## config.mk

```make
export PLATFORM = sky130hd
export DESIGN_NAME = din_debounce
export DESIGN_NICKNAME = d
export VERILOG_FILES = /design/src/rtl/din_debounce_pkg.sv /design/src/rtl/din_debounce_bit_sync.sv /design/src/rtl/din_debounce.sv
export SDC_FILE = /design/constraint.sdc
export NUM_CORES = 1
export LEC_CHECK = 0
export CAP_MARGIN = 5
export CORE_AREA = 2 2 39 41
export DETAILED_ROUTE_END_ITERATION = 10
export DIE_AREA = 0 0 41 43
export GPL_ROUTABILITY_DRIVEN = 0
export PLACE_DENSITY_LB_ADDON = 0.08
export SYNTH_ARGS = -nofsm -noshare
export SYNTH_HDL_FRONTEND = slang
export SYNTH_SLANG_ARGS = --single-unit
```

## constraint.sdc

```tcl
create_clock -name clk -period 1.55 [get_ports clk]
set_clock_uncertainty 0.05 [all_clocks]
set_input_delay 0.2325 -clock clk [delete_from_list [all_inputs] [get_ports clk]]
set_output_delay 0.2325 -clock clk [all_outputs]
set_load 0.03 [all_outputs]
```

## src/rtl/din_debounce_pkg.sv

```systemverilog
// Shared definitions for the din_debounce slice: FSM state codes and the
// legal ranges of the block parameters.
package din_debounce_pkg;

    // FSM state codes
    localparam logic [1:0] ST_LOW    = 2'd0;
    localparam logic [1:0] ST_CHK_HI = 2'd1;
    localparam logic [1:0] ST_HIGH   = 2'd2;
    localparam logic [1:0] ST_CHK_LO = 2'd3;

    // Legal parameter ranges
    localparam int STABLE_CYCLES_MIN = 2;
    localparam int STABLE_CYCLES_MAX = 65535;
    localparam int SYNC_STAGES_MIN   = 2;
    localparam int SYNC_STAGES_MAX   = 4;

endpackage

```

## src/rtl/din_debounce_bit_sync.sv

```systemverilog
// Multi-flop synchronizer bringing one asynchronous bit into the clk domain.
module bit_sync
    import din_debounce_pkg::*;
#(
    parameter int SYNC_STAGES = 2
) (
    input  logic clk,
    input  logic rst,
    input  logic d_i,
    output logic q_o
);

    logic [SYNC_STAGES-1:0] sync_q;

    // Shift the raw input through the chain; reset clears every stage.
    always_ff @(posedge clk) begin
        if (rst) begin
            sync_q <= '0;
        end else begin
            sync_q <= {sync_q[SYNC_STAGES-2:0], d_i};
        end
    end

    assign q_o = sync_q[SYNC_STAGES-1];

endmodule

```

## src/rtl/din_debounce.sv

```systemverilog
// Debouncer: synchronizes a raw pin level and only accepts a new level once
// it has been seen for STABLE_CYCLES consecutive synchronized samples.
module din_debounce
    import din_debounce_pkg::*;
#(
    parameter int STABLE_CYCLES = 4,
    parameter int SYNC_STAGES   = 2
) (
    input  logic clk,
    input  logic rst,
    input  logic d,
    output logic q,
    output logic qbar,
    output logic rise,
    output logic fall,
    output logic busy
);

    localparam int CNT_W = $clog2(STABLE_CYCLES + 1);
    localparam logic [CNT_W-1:0] CNT_ONE  = CNT_W'(1);
    localparam logic [CNT_W-1:0] CNT_DONE = CNT_W'(STABLE_CYCLES);

    logic             d_s;
    logic [1:0]       state_q, state_d;
    logic [CNT_W-1:0] cnt_q, cnt_d, cnt_inc;
    logic             q_q, q_d;
    logic             rise_q, rise_d;
    logic             fall_q, fall_d;

    bit_sync #(
        .SYNC_STAGES(SYNC_STAGES)
    ) u_sync (
        .clk (clk),
        .rst (rst),
        .d_i (d),
        .q_o (d_s)
    );

    // cnt never exceeds STABLE_CYCLES-1 in a CHK state, so the increment fits.
    assign cnt_inc = cnt_q + CNT_ONE;

    // Next-state logic: qualify a candidate level, reject it on any glitch.
    always_comb begin
        state_d = state_q;
        cnt_d   = cnt_q;
        q_d     = q_q;
        rise_d  = 1'b0;
        fall_d  = 1'b0;
        case (state_q)
            ST_LOW: begin
                if (d_s) begin
                    state_d = ST_CHK_HI;
                    cnt_d   = CNT_ONE;
                end else begin
                    cnt_d   = '0;
                end
            end
            ST_CHK_HI: begin
                if (!d_s) begin
                    state_d = ST_LOW;
                    cnt_d   = '0;
                end else if (cnt_inc == CNT_DONE) begin
                    state_d = ST_HIGH;
                    cnt_d   = '0;
                    q_d     = 1'b1;
                    rise_d  = 1'b1;
                end else begin
                    cnt_d   = cnt_inc;
                end
            end
            ST_HIGH: begin
                if (!d_s) begin
                    state_d = ST_CHK_LO;
                    cnt_d   = CNT_ONE;
                end else begin
                    cnt_d   = '0;
                end
            end
            ST_CHK_LO: begin
                if (d_s) begin
                    state_d = ST_HIGH;
                    cnt_d   = '0;
                end else if (cnt_inc == CNT_DONE) begin
                    state_d = ST_LOW;
                    cnt_d   = '0;
                    q_d     = 1'b0;
                    fall_d  = 1'b1;
                end else begin
                    cnt_d   = cnt_inc;
                end
            end
            default: begin
                state_d = ST_LOW;
                cnt_d   = '0;
                q_d     = 1'b0;
            end
        endcase
    end

    // State, counter and outputs all move on the same edge; reset wins.
    always_ff @(posedge clk) begin
        if (rst) begin
            state_q <= ST_LOW;
            cnt_q   <= '0;
            q_q     <= 1'b0;
            rise_q  <= 1'b0;
            fall_q  <= 1'b0;
        end else begin
            state_q <= state_d;
            cnt_q   <= cnt_d;
            q_q     <= q_d;
            rise_q  <= rise_d;
            fall_q  <= fall_d;
        end
    end

    assign q    = q_q;
    assign qbar = ~q_q;
    assign rise = rise_q;
    assign fall = fall_q;
    assign busy = (state_q == ST_CHK_HI) || (state_q == ST_CHK_LO);

endmodule

```

==> impl_results.md, run 1 <==
- Outcome: completed
- CTS Buffer Depth: 2
- Hold endpoint: u_sync.sync_q[1]
- Antenna cells: 0
- CTS Hold Bufs: 0
- Distinct cell type count after synthesis: 19
- CTS clk-pin slew, worst paths: around 0.070 ns
- Syn_nets: 42
- Area growth syn-to-layout: 30.4%
- WS Path Type: reg2out
- CP Capture Type: output pin
- Port bufs: 7
- Warnings from Yosys: 0
- Vias per Instance: 4.35
- Fin crit share: 97.3%
- DR pass1 iterations: 3
- GRT Residual Overflow: 0
- Via count: 270
- Starting Density: 29.1%
- Startpoint types: register
- Final net count: 53
- # fillers: 140
- Ratio of cells with drive above 1 in the final layout: between 20% and 30%
- Max Freq: 663 MHz
- Post-CTS setup buffer count: 0
- Relative slew slack: 79.1%
- Worst VDD drop: ~0.42 mV
- CTS-repair resized insts: 4
- H-tree depth: 1
- Worst-path fanout max: 1
- WHS Path Cells: 1
- CTS Buf Count: 3
- Reg2reg setup slack: about 0.19 ns
- Vias in the first global route: 271
- DIE AREA: 1760 um^2
- Worst Path Required: 1.27 ns
- Critical-path top delay cell: clkdlybuf4s50_1
- Launching point of the worst reg2reg path: cnt_q[0]
- PD cells: 1060 nW/um^2
- Clk sinks: 10
- Placed instance count: 58
- Worst path top cell family by delay: buffers and inverters
- Post-DRT Antenna Nets: 0
- Fin. max-slew vios: 0
- TritonCTS clock tree: done
- R2R depth: 4
- Crit path buf inv count: 1
- Synth Cell Area: 403 um^2
- Pin count of the biggest net entering global routing: 10
- Max stage delay on crit path: 0.66 ns
- Antenna violations before repair: 0
- # setup viols final: 0
- Multi-input logic area: 178 um^2
- Unrepaired setup endpoints after global routing: false
- Gate Count Post-Synth: 36
- Die Y: about 43 um
- WL final: 667 um
- Period minus WS final: 1.51 ns
- Leak Pwr: 0.000211 uW
- Core Footprint: between 1000 and 1500 um^2
- Max-Cap Viols: 0
- Fin cells: 62
- Final Hold Fails: 0
- Die width: roughly 41 um
- Gr usage total: 9.98%
- 1st-iter DRT viols: 4
- DR WL/cell: 10.8 um
- # rows: 14
- Boundary pin count: 8
- Hold path start: u_sync.sync_q[0]
- Min-Delay Path Class: reg2reg
- Slew @ Worst Pin: between 0.3 and 0.4 ns
- Clk Latency, worst-skew pair: 0.26 ns
- Seq/Total Area, Yosys: between 40% and 50%
- Seq. cell area: 200 um^2
- Global-route wire length before repair: 1120 um
- CTS root buffer: clkbuf_4
- Syn_area_per_cell: 11.2 um^2
- Reg-to-Reg End: q
- Setup TNS: 0 ns
- Seq cells post-synth: 10
- Critical path arrival: 1.23 ns
- CP cell instances: clkdlybuf4s50_1
- DRC errors left: 0
- DP HPWL: 517 um
[worst max-delay path by stage]
stage	startpoint	endpoint	slack, ns	depth (start not counted)
floorplan	cnt_q[0]	q	0.31	4
global placement	q	qbar	0.25	2
detailed placement	cnt_q[0]	q	0.21	4
CTS	rise	rise	0.03	1
global route	rise	rise	0.002	1
finish	rise	rise	0.04	1
[final cells by class]
type	count	share of cell area, %
tap	16	3.81
multi-input combinational	20	33.8
clock buffer	4	6.90
sequential	10	38.1
inverter	3	2.14
timing repair buffer	9	15.2
[cells by family (layout without fill, tap and decap cells)]
family          after synthesis  count (layout)  synth area share [%]
flops                        10              10                  49.7
buf+inv                       6              16                  6.21
compound gates                6               6                  11.2
xor+xnor                      1               1                  2.17
fa+ha+maj                     3               3                  9.32
simple gates                 10              10                  21.4
[state kept, by name, summed over array words and instances (netlist names), named ones only]
register,count
cnt_q,3
q,1
fall,1
state_q,1
rise,1
u_sync.sync_q,2
[Yosys cell counts]
library cell  count  share of area [%]
clkbuf_1          1               0.93
nor3b_1           1                1.9
dfxtp_1          10                 50
or2_1             1                1.6
and3b_2           1                2.5
nand3b_1          1                1.9
a211oi_1          2                3.7
nor3b_2           1                3.1
inv_1             3                2.8
o32ai_1           1                2.2
nand3_1           1                1.2
and4bb_2          2                6.2
xnor2_1           1                2.2
a21bo_2           1                2.5
a21oi_1           1                1.2
a31oi_1           1                1.6
buf_2             2                2.5
ha_1              3                9.3
nor2b_1           2                3.1
[cells in the final DEF (no fill, tap or decap), types with 2 or more instances in the layout]
| master | instances |
|---|---|
| dfxtp_1 | 10 |
| dlygate4sd2_1 | 4 |
| inv_1 | 3 |
| ha_1 | 3 |
| clkbuf_4 | 3 |
| clkdlybuf4s50_1 | 3 |
| nor2b_1 | 2 |
| and4bb_2 | 2 |
| a211oi_1 | 2 |
| buf_4 | 2 |
[per-layer routing]
metal  vias up  share of wire, %  GRT usage, %
li1        143                 -             -
met5         -                 0             0
met1       119                46          10.4
met2         6                47          14.4
met3         2               4.9          6.28
met4         0               1.5          6.00
[where the power goes]
group          total [uW]  internal [uW]  switching [uW]
registers             271            265            5.73
clock network         226            142            83.7
logic                59.4           25.2            34.2
total                 557            433             124
[metrics by stage]
step                utilization (%)  hold WS (ns)  instance area, um^2  power (uW)  setup slack [ns]
floorplan                         -         0.311                  403         315             0.311
global placement               35.7         0.387                  494         343             0.251
detailed placement             35.7         0.389                  494         345             0.208
CTS                            38.0         0.406                  526         568            0.0345
global route                   38.0         0.418                  526         586           0.00203
finish                         38.0         0.395                  526         557            0.0420
Note: power is estimated with default switching activity, not from simulation.
==> inputs of run 2 (changes only) <==
- CAP_MARGIN: 5 -> default
- CORE_AREA: 2 2 39 41 -> 5 5 42 44
- DIE_AREA: 0 0 41 43 -> 0 0 47 49
==> run 2 against run 1 <==
  * Global-route usage is 3.5 points lower
  * Largest power group unchanged
  * Fmax is 13% higher
  * First-iteration DRC count is 25% lower
  * Core utilization is 1.5 points lower
  * Combinational power is 3.4% lower
  * Critical path type is now reg2reg
  * Worst setup slack better by 0.18 ns
  * Clock-buffer cell count is 1 lower
  * Final area is 2.9% lower
  * Via count is 1.9% higher
  * Total power is 11% lower
==> impl_results.md, run 2 (same netlist as run 1, synthesis figures left out) <==
- Outcome: completed
- Starting Density: between 20 and 30%
- DR pass1 iterations: 4
- Setup TNS: 0 ns
- Global-route wire length before repair: 1010 um
- Boundary pin count: 8
- CP cell instances: ha_1, ha_1, and3b_2, o32ai_1
- Fin. max-slew vios: 0
- Placed cell areas: 487 um^2
- Fin crit share: 85.8%
- Via count: 275
- Startpoint types: register
- Pre-CTS setup slack: 0.159 ns
- Unrepaired setup endpoints after global routing: false
- Relative slew slack: about four fifths
- WL final: 630 um
- Antenna cells: 0
- Setup ws final: roughly 0.22 ns
- Pin count of the biggest net entering global routing: 11
- Leak Pwr: approximately 0.00023 uW
- Post-CTS setup buffer count: 0
- Max stage delay on crit path: about 0.31 ns
- CTS Buffer Depth: 2
- TritonCTS clock tree: done
- Die Y: 49 um
- Min-Delay Path Class: reg2reg
- Post-DRT Antenna Nets: 0
- Total power: 496 uW
- Final net count: 52
- DRC errors left: 0
- # fillers: 150
- Vias per Instance: 4.58
- Gr usage total: 6.50%
- GRT Residual Overflow: 0
- Final Hold Fails: 0
- Final Cell Area: 510 um^2
- Period minus WS final: about 1.3 ns
- Largest register FFs: 3
- CTS Buf Count: 3
- H-tree depth: 1
- Most frequent cells in the layout: 10 x dfxtp_1, 3 x inv_1, 3 x ha_1, 3 x clkbuf_4, 3 x dlygate4sd2_1
- DP HPWL: 463 um
- CP Capture Type: register
- DIE AREA: 2300 um^2
- # rows: 14
- Vias in the first global route: 276
- Clk sinks: 10
- Reg2reg setup slack: 0.22 ns
- Max-Cap Viols: 0
- CTS Hold Bufs: 0
- Critical path arrival: 1.44 ns
- Max Freq: 752 MHz
- Antenna violations before repair: 0
- Core Footprint: approximately 1400 um^2
- Worst Path Required: 1.66 ns
- CTS root buffer: clkbuf_4
- Most used cell, CP: ha_1
- Final design utilization: 36.4%
- DR WL/cell: roughly 11 um
- WS Path Type: reg2reg
- Clk Latency, worst-skew pair: 0.25 ns
- Slew @ Worst Pin: 0.318 ns
- # setup viols final: 0
- Port bufs: 7
- Worst path top cell family by delay: adder cells
- 1st-iter DRT viols: 3
- Crit path buf inv count: 0
- PD cells: 972 nW/um^2
- Area growth syn-to-layout: 26.7%
- Critical-path top delay cell: dfxtp_1
- Worst-path fanout max: 6
- Die width: 47 um
- CTS clk-pin slew, worst paths: roughly 0.06 ns
- Largest Register: cnt_q
- Ratio of cells with drive above 1 in the final layout: 20.5%
- CTS-repair resized insts: 3
- Worst VDD drop: 0.314 mV
- Biggest regs: cnt_q (3), u_sync.sync_q (2)
- Commonest non-fill, non-tap cell in the layout: dfxtp_1
## run 2: cell count changes in the layout (fill, tap and decap cells not counted), sizes merged
cell           delta
buf               -1
clkbuf            -1
clkdlybuf4s50     -1
dlygate4sd2       -1
dlymetal6s2s      +2
## run 2: final timing paths
path / startpoint / end / cells after the start
worst max-delay path: cnt_q[0] / q / 4
worst min-delay path: u_sync.sync_q[0] / u_sync.sync_q[1] / 1
worst max register to register: cnt_q[0] / q / 4
worst min register to register: u_sync.sync_q[0] / u_sync.sync_q[1] / 1
## run 2: metal layers
metal | up-vias | global-route usage [%] | routed length (um)
li1 | 142 | - | -
met1 | 125 | 5.99 | 272
met2 | 8 | 9.28 | 294
met3 | 0 | 3.32 | 64
met4 | 0 | 6.91 | 0
met5 | - | 0 | 0
## run 2: through the flow
stage	hold WS, ns	cells
2_1_floorplan	0.311	36
3_3_place_gp	0.369	57
3_5_place_dp	0.387	57
4_1_cts	0.401	60
5_1_grt	0.409	60
6_report	0.404	60
## run 2: area by class of cell
type	instances	area, um^2	area share, %
multi-input combinational	20	178	34.8
sequential	10	200	39.2
clock buffer	3	22.5	4.41
inverter	3	11.3	2.21
tap	16	20.0	3.92
timing repair buffer	8	78.8	15.4
## run 2: power breakdown
group,internal (uW),switching [uW],total [uW],leakage [uW]
sequential,266,5.49,271,0.0000813
combinational,23.7,33.7,57.4,0.000137
clock,89.2,78.7,168,0.0000138
